File: src/rtl/uart_rx_ctrl_if.sv
// Host read port of the UART receive controller: valid/ready handshake carrying one
// captured frame (data plus {stop, start, parity} error bits).
interface uart_rx_ctrl_if;
  logic       rd_valid;
  logic       rd_ready;
  logic [7:0] rd_data;
  logic [2:0] rd_err;

  modport master (output rd_valid, output rd_data, output rd_err, input rd_ready);
  modport slave  (input rd_valid, input rd_data, input rd_err, output rd_ready);
endinterface

File: src/rtl/uart_rx_ctrl.sv
// UART receive controller: between-frame config apply, frame FIFO with host read port,
// overrun/error statistics. Define UART_RX_CTRL_DROP_ERR_EN to drop errored frames.
module uart_rx_ctrl #(
  parameter int unsigned DEPTH = 8,
  parameter int unsigned CNT_W = 8
) (
  input  logic                   clock,
  input  logic                   reset_n,
  input  logic                   rx_enable,
  input  logic                   cfg_write,
  input  logic [1:0]             cfg_baud_rate,
  input  logic [1:0]             cfg_parity_type,
  input  logic                   rx_active_flag,
  input  logic                   rx_done_flag,
  input  logic [2:0]             rx_error_flag,
  input  logic [7:0]             rx_data,
  output logic [1:0]             baud_rate,
  output logic [1:0]             parity_type,
  output logic                   rx_reset_n,
  output logic                   cfg_busy,
  uart_rx_ctrl_if.master         rd,
  output logic [$clog2(DEPTH):0] fifo_count,
  output logic                   overrun,
  output logic [CNT_W-1:0]       err_count,
  input  logic                   clr_status
);

  localparam int unsigned PtrW = $clog2(DEPTH);
  localparam logic [PtrW:0] Full = (PtrW + 1)'(DEPTH);
`ifdef UART_RX_CTRL_DROP_ERR_EN
  localparam bit DropErr = 1'b1;
`else
  localparam bit DropErr = 1'b0;
`endif

  typedef enum logic [1:0] {StCfgIdle, StCfgWait, StCfgApply} cfg_state_e;

  cfg_state_e state_q, state_d;
  logic       applying;

  logic            done_q;
  logic [1:0]      baud_q, parity_q, pend_baud_q, pend_parity_q;
  logic [PtrW-1:0] wptr_q, rptr_q;
  logic [PtrW:0]   count_q;
  logic [10:0]     mem_q [DEPTH];
  logic            overrun_q;
  logic [CNT_W-1:0] err_cnt_q;

  logic done_rise, capture, has_err, store, empty, full;
  logic do_read, do_write, overrun_set, err_inc;

  assign done_rise   = rx_done_flag & ~done_q;
  assign capture     = done_rise & rx_enable & ~applying;
  assign has_err     = |rx_error_flag;
  assign store       = capture & ~(DropErr & has_err);
  assign empty       = (count_q == '0);
  assign full        = (count_q == Full);
  assign do_read     = ~empty & rd.rd_ready;
  // A full FIFO still takes the frame when the head leaves in the same cycle.
  assign do_write    = store & (~full | do_read);
  assign overrun_set = store & full & ~do_read;
  assign err_inc     = capture & has_err;

  // Config FSM: state register
  always_ff @(posedge clock) begin
    if (!reset_n) state_q <= StCfgIdle;
    else          state_q <= state_d;
  end

  // Config FSM: next state
  always_comb begin
    state_d = state_q;
    case (state_q)
      StCfgIdle:  if (cfg_write) state_d = StCfgWait;
      StCfgWait:  if (!rx_active_flag && !done_rise) state_d = StCfgApply;
      StCfgApply: state_d = cfg_write ? StCfgWait : StCfgIdle;
      default:    state_d = StCfgIdle;
    endcase
  end

  // Config FSM: outputs
  always_comb begin
    applying   = (state_q == StCfgApply);
    cfg_busy   = (state_q != StCfgIdle);
    rx_reset_n = (state_q != StCfgApply);
  end

  always_ff @(posedge clock) begin
    if (!reset_n) begin
      done_q        <= 1'b0;
      baud_q        <= 2'b00;
      parity_q      <= 2'b00;
      pend_baud_q   <= 2'b00;
      pend_parity_q <= 2'b00;
      wptr_q        <= '0;
      rptr_q        <= '0;
      count_q       <= '0;
      overrun_q     <= 1'b0;
      err_cnt_q     <= '0;
    end else begin
      done_q <= rx_done_flag;
      if (cfg_write) begin
        pend_baud_q   <= cfg_baud_rate;
        pend_parity_q <= cfg_parity_type;
      end
      if (applying) begin
        baud_q   <= pend_baud_q;
        parity_q <= pend_parity_q;
      end
      if (do_write) wptr_q <= wptr_q + 1'b1;
      if (do_read)  rptr_q <= rptr_q + 1'b1;
      case ({do_write, do_read})
        2'b10:   count_q <= count_q + 1'b1;
        2'b01:   count_q <= count_q - 1'b1;
        default: count_q <= count_q;
      endcase
      if (overrun_set)     overrun_q <= 1'b1;
      else if (clr_status) overrun_q <= 1'b0;
      if (clr_status)                   err_cnt_q <= '0;
      else if (err_inc && !(&err_cnt_q)) err_cnt_q <= err_cnt_q + 1'b1;
    end
  end

  // Storage needs no reset: the read port is gated by the occupancy count.
  always_ff @(posedge clock) begin
    if (do_write) mem_q[wptr_q] <= {(DropErr ? 3'b000 : rx_error_flag), rx_data};
  end

  assign rd.rd_valid = ~empty;
  assign rd.rd_data  = empty ? 8'h00 : mem_q[rptr_q][7:0];
  assign rd.rd_err   = empty ? 3'b000 : mem_q[rptr_q][10:8];
  assign fifo_count  = count_q;
  assign overrun     = overrun_q;
  assign err_count   = err_cnt_q;
  assign baud_rate   = baud_q;
  assign parity_type = parity_q;

endmodule

File: src/flat_wrapper.sv
// flat-port wrapper written by rule: the top's interface ports become plain ports
module uart_rx_ctrl_flat 
#(
  parameter int unsigned DEPTH = 8,
  parameter int unsigned CNT_W = 8
)
  (clock, reset_n, rx_enable, cfg_write, cfg_baud_rate, cfg_parity_type, rx_active_flag, rx_done_flag, rx_error_flag, rx_data, baud_rate, parity_type, rx_reset_n, cfg_busy, fifo_count, overrun, err_count, clr_status, rd_rd_valid, rd_rd_data, rd_rd_err, rd_rd_ready);
  uart_rx_ctrl_if rd_i ();
  input  logic clock;
  input  logic reset_n;
  input  logic rx_enable;
  input  logic cfg_write;
  input  logic [1:0] cfg_baud_rate;
  input  logic [1:0] cfg_parity_type;
  input  logic rx_active_flag;
  input  logic rx_done_flag;
  input  logic [2:0] rx_error_flag;
  input  logic [7:0] rx_data;
  output logic [1:0] baud_rate;
  output logic [1:0] parity_type;
  output logic rx_reset_n;
  output logic cfg_busy;
  output logic [$clog2(DEPTH):0] fifo_count;
  output logic overrun;
  output logic [CNT_W-1:0] err_count;
  input  logic clr_status;
  output wire logic [$bits(rd_i.rd_valid)-1:0] rd_rd_valid;
  output wire logic [$bits(rd_i.rd_data)-1:0] rd_rd_data;
  output wire logic [$bits(rd_i.rd_err)-1:0] rd_rd_err;
  input wire logic [$bits(rd_i.rd_ready)-1:0] rd_rd_ready;
  assign rd_rd_valid = rd_i.rd_valid;
  assign rd_rd_data = rd_i.rd_data;
  assign rd_rd_err = rd_i.rd_err;
  assign rd_i.rd_ready = rd_rd_ready;
  uart_rx_ctrl #(.DEPTH(DEPTH), .CNT_W(CNT_W)) u_core (.clock(clock), .reset_n(reset_n), .rx_enable(rx_enable), .cfg_write(cfg_write), .cfg_baud_rate(cfg_baud_rate), .cfg_parity_type(cfg_parity_type), .rx_active_flag(rx_active_flag), .rx_done_flag(rx_done_flag), .rx_error_flag(rx_error_flag), .rx_data(rx_data), .baud_rate(baud_rate), .parity_type(parity_type), .rx_reset_n(rx_reset_n), .cfg_busy(cfg_busy), .rd(rd_i), .fifo_count(fifo_count), .overrun(overrun), .err_count(err_count), .clr_status(clr_status));
endmodule
File: config.mk
export PLATFORM = sky130hd
export DESIGN_NAME = uart_rx_ctrl_flat
export DESIGN_NICKNAME = d
export VERILOG_FILES = /design/src/rtl/uart_rx_ctrl_if.sv /design/src/rtl/uart_rx_ctrl.sv /design/src/flat_wrapper.sv
export SDC_FILE = /design/constraint.sdc
export NUM_CORES = 1
export LEC_CHECK = 0
export ABC_CLOCK_PERIOD_IN_PS = 2900
export CAP_MARGIN = 20
export CORE_UTILIZATION = 56
export DETAILED_ROUTE_END_ITERATION = 8
export PLACE_DENSITY = 0.79
export SYNTH_ARGS = -nofsm -noshare
export SYNTH_HDL_FRONTEND = slang
export SYNTH_SLANG_ARGS = --single-unit
export TNS_END_PERCENT = 1
File: constraint.sdc
create_clock -name clock -period 2.9 [get_ports clock]
set_input_delay 0.29 -clock clock [delete_from_list [all_inputs] [get_ports clock]]
set_output_delay 0.29 -clock clock [all_outputs]
set_load 0.01 [all_outputs]
==> flow_summary.toml <==
[worst_setup_path]
critical_path.slowest_cell = "mux4_2"
end_kind = "output port"
reg2reg_slack_ns = 0.31
start_kind = "flop"
critical_path.cell_chain = "buf_12, mux4_2, mux2i_1, nor2_1, clkdlybuf4s50_1"
reg2reg_from = "u_core.fifo_count[0]$_SDFFE_PN0P_"
reg2regPathDepth = 8
timing.rr.end = "u_core.fifo_count[2]$_SDFFE_PN0P_"
critPathKind = "flop to output port"
cp_slowest_stage_delay_ns = 0.53
crit_required_ns = 2.61
crit_path_max_fanout = 22
crit_arrival_ns = 2.39

[synthesis]
yosysWarnings = 0
syn_area_um2 = 4918
synth_nets = 352
ys_seq_area_share_pct = 67.16
synth_cells = 325
synth-compound-area-share_pct = 5.215
ys_ff_latch = 121
synth_top_family_by_area = "multiplexers"
synthAdderAreaFrac_pct = 1.018
synthSimpleGateAreaFrac_pct = 10.51
muxShareOfSynthArea_pct = 13.33
avgSynthCellArea_um2 = 15.13
synthArstFlopShare_pct = 0
synth_ff_type = "edfxtp_1"
synth_cell_types = 45
synthXorXnorAreaFrac_pct = 0.8904
synth-edff-count = 88

[drt]
post_drt_wl_per_cell_um = 21.10
detail-route-antenna-nets = 0
routed_wl_um = 10800
drt-initial-drc-count = 307
vias = 3126
dr.pass1.iters = 5
drc = 0
via_per_inst = 6.105

[place]
gp_congestion = 0.8527
post-place-cells = 481
dp_worst_setup_slack_ns = 0.07749
dpl-instance-area_um2 = 5652
dpl.hpwl_um = 6300
port_buffers = 53

[cts]
cts.path.max_buffers = 2
htreeDepth = 4
cts_hold_buf = 0
clock-root-buffer = "clkbuf_8"
cts_tree = "yes"
clock_latency_ns = 0.52
cts_made_buffers = 17
clkTransAtPathRegs_ns = 0.06
clock_sinks = 121
postCtsSetupRepairBufs = 0

[sta]
final.setup.worst_slack_ns = 0.2246
maxSlewViolCount = 0
tns_ns = 0
setup_violations = 0
fin_crit_sh_pct = 92.25
hold_viol = 0
worst_slew_pin_slew_ns = 0.7445
fmax_mhz = 373.8
finalClockSkew_ns = 0.006281
holdWs_ns = 0.3509
max-slew-margin-rel_pct = 50.30
rsz0062_at_grt = "false"
fin_crit_ns = 2.675

[hold_path]
whs_endpoint = "u_core.state_q[1]$_SDFFE_PN0P_"
hold_class = "input pin to flop"
holdPathStages = 2
min_from = "rx_active_flag"

[floorplan]
coreArea_um2 = 8341
io_pins = 54
fp-row-count = 33
start_util_pct = 58.97
fp.dieH_um = 95.72
dieArea_um2 = 9161
die_w_um = 95.72

[layout]
num_antenna_cells = 0
multiInputGateArea_um2 = 1535
register_area_um2 = 3304
utilization_pct = 74.09
design_area_um2 = 6180
fin_cells = 512
area_growth_pct = 25.64
drive_above_1_share_pct = 18.18
fillers = 513
nNetsFinal = 422

[power]
finalPower_mw = 4.399
p_per_area_nw_per_um2 = 711.8
p_leak_nw = 2.040
irDropWorstVdd_v = 0.0004297

[global_routing]
track_usage_pct = 26.15
grt_antenna_before_repair = 0
overflow = 0
grt_pass1_vias = 3143
grt_max_degree = 23
grt_pass1_wl_um = 16530

[outcome]
status = "completed"

[run]
drv_cap = 0
[cell usage in the layout (no fill, tap or decap), drive strengths merged, types with 5 or more instances in the layout]
master	n
nand2b	5
nor4	6
nor2	27
clkinvlp	6
mux2i	16
a21oi	16
dfxtp	33
nand3	6
edfxtp	88
nor3	10
nand2	14
o21ai	6
clkbuf	19
mux4	22
clkinv	5
inv	5
buf	16
clkdlybuf4s50	53
[worst max-delay path by stage]
stage	start	depth (start not counted)	slack (ns)	end
global placement	rx_done_flag	9	0.21	u_core.fifo_count[2]$_SDFFE_PN0P_
floorplan	u_core.fifo_count[2]$_SDFFE_PN0P_	4	0.36	u_core.mem_q[0][0]$_DFFE_PP_
finish	flop	5	0.22	rd_rd_data[7]
global route	flop	5	0.09	rd_rd_err[0]
CTS	flop	5	0.08	rd_rd_err[0]
detailed placement	rx_done_flag	9	0.08	u_core.fifo_count[2]$_SDFFE_PN0P_
[per-layer routing]
metal  track usage, %  routed length, µm  up-vias
met1            32.54               4297     1569
met2            43.33               5640      130
li1                 -                  -     1408
met3            7.662                675       19
met5                0                  0        -
met4            10.20                191        0
[where the power goes]
part           switching, mW  total (mW)  internal (mW)
Combinational          0.273       0.597          0.323
Clock                  0.744        1.87           1.12
Sequential            0.0451        1.94           1.89
Total                   1.06        4.40           3.34
[critical path, delay by kind of cell, from the launching register on]
kind	cells	cell delay, ns
muxes	2	0.68
DFF	1	0.35
and+or+nand+nor	1	0.07
buffers and inverters	2	0.75
[registers in the layout, indices dropped and copies added, names as in the netlist, named ones only]
name	flops
u_core.baud_rate	2
u_core.done_q	1
u_core.err_count	8
u_core.fifo_count	4
u_core.mem_q	88
u_core.overrun	1
u_core.parity_type	2
u_core.pend_baud_q	2
u_core.pend_parity_q	2
u_core.rptr_q	3
u_core.state_q	2
u_core.wptr_q	3
[synth_stat cells, types with 2 or more instances]
cell type | n | area, µm²
o31ai_1 | 4 | 30.03
o41ai_1 | 2 | 17.52
nor4b_1 | 2 | 17.52
buf_2 | 5 | 25.02
nand2b_1 | 5 | 31.28
nor3_1 | 10 | 50.05
or2_2 | 3 | 18.77
nor3b_1 | 2 | 15.01
or4_1 | 3 | 22.52
nor4_1 | 6 | 37.54
nand3_1 | 6 | 30.03
dfxtp_1 | 33 | 660.6
nand2_1 | 14 | 52.55
nand4_1 | 4 | 25.02
or3_1 | 2 | 12.51
xnor2_1 | 2 | 17.52
edfxtp_1 | 88 | 2643
nor2_1 | 27 | 101.4
o2111ai_1 | 2 | 17.52
mux4_2 | 22 | 495.5
nor2b_1 | 4 | 25.02
o21ai_0 | 6 | 30.03
inv_1 | 5 | 18.77
xor2_1 | 3 | 26.28
ha_1 | 4 | 50.05
clkbuf_1 | 12 | 45.04
a21oi_1 | 16 | 80.08
mux2i_1 | 16 | 160.2
[cell type report]
cell class	count	area share, %
flip-flops and latches	121	53.47
well taps	105	2.126
clock buffers	19	6.823
multi-input cells	181	24.84
repair buffers	69	10.73
clock inverters	12	1.701
inverters	5	0.3037
[logic make-up (layout without fill, tap and decap cells)]
family | count (synthesis) | after routing
buffers and inverters | 23 | 105
adder cells (fa/ha/maj) | 4 | 4
XOR/XNOR | 5 | 5
multiplexers | 38 | 38
AO/OA/AOI/OAI | 38 | 38
AND/OR/NAND/NOR | 96 | 96
flip-flops | 121 | 121
[timing repair]
action	in CTS	in global routing
setup endpoints to repair	0	1
endpoints found under the hold margin	0	0
resized for setup	0	1
Note: power is estimated with default switching activity, not from simulation.
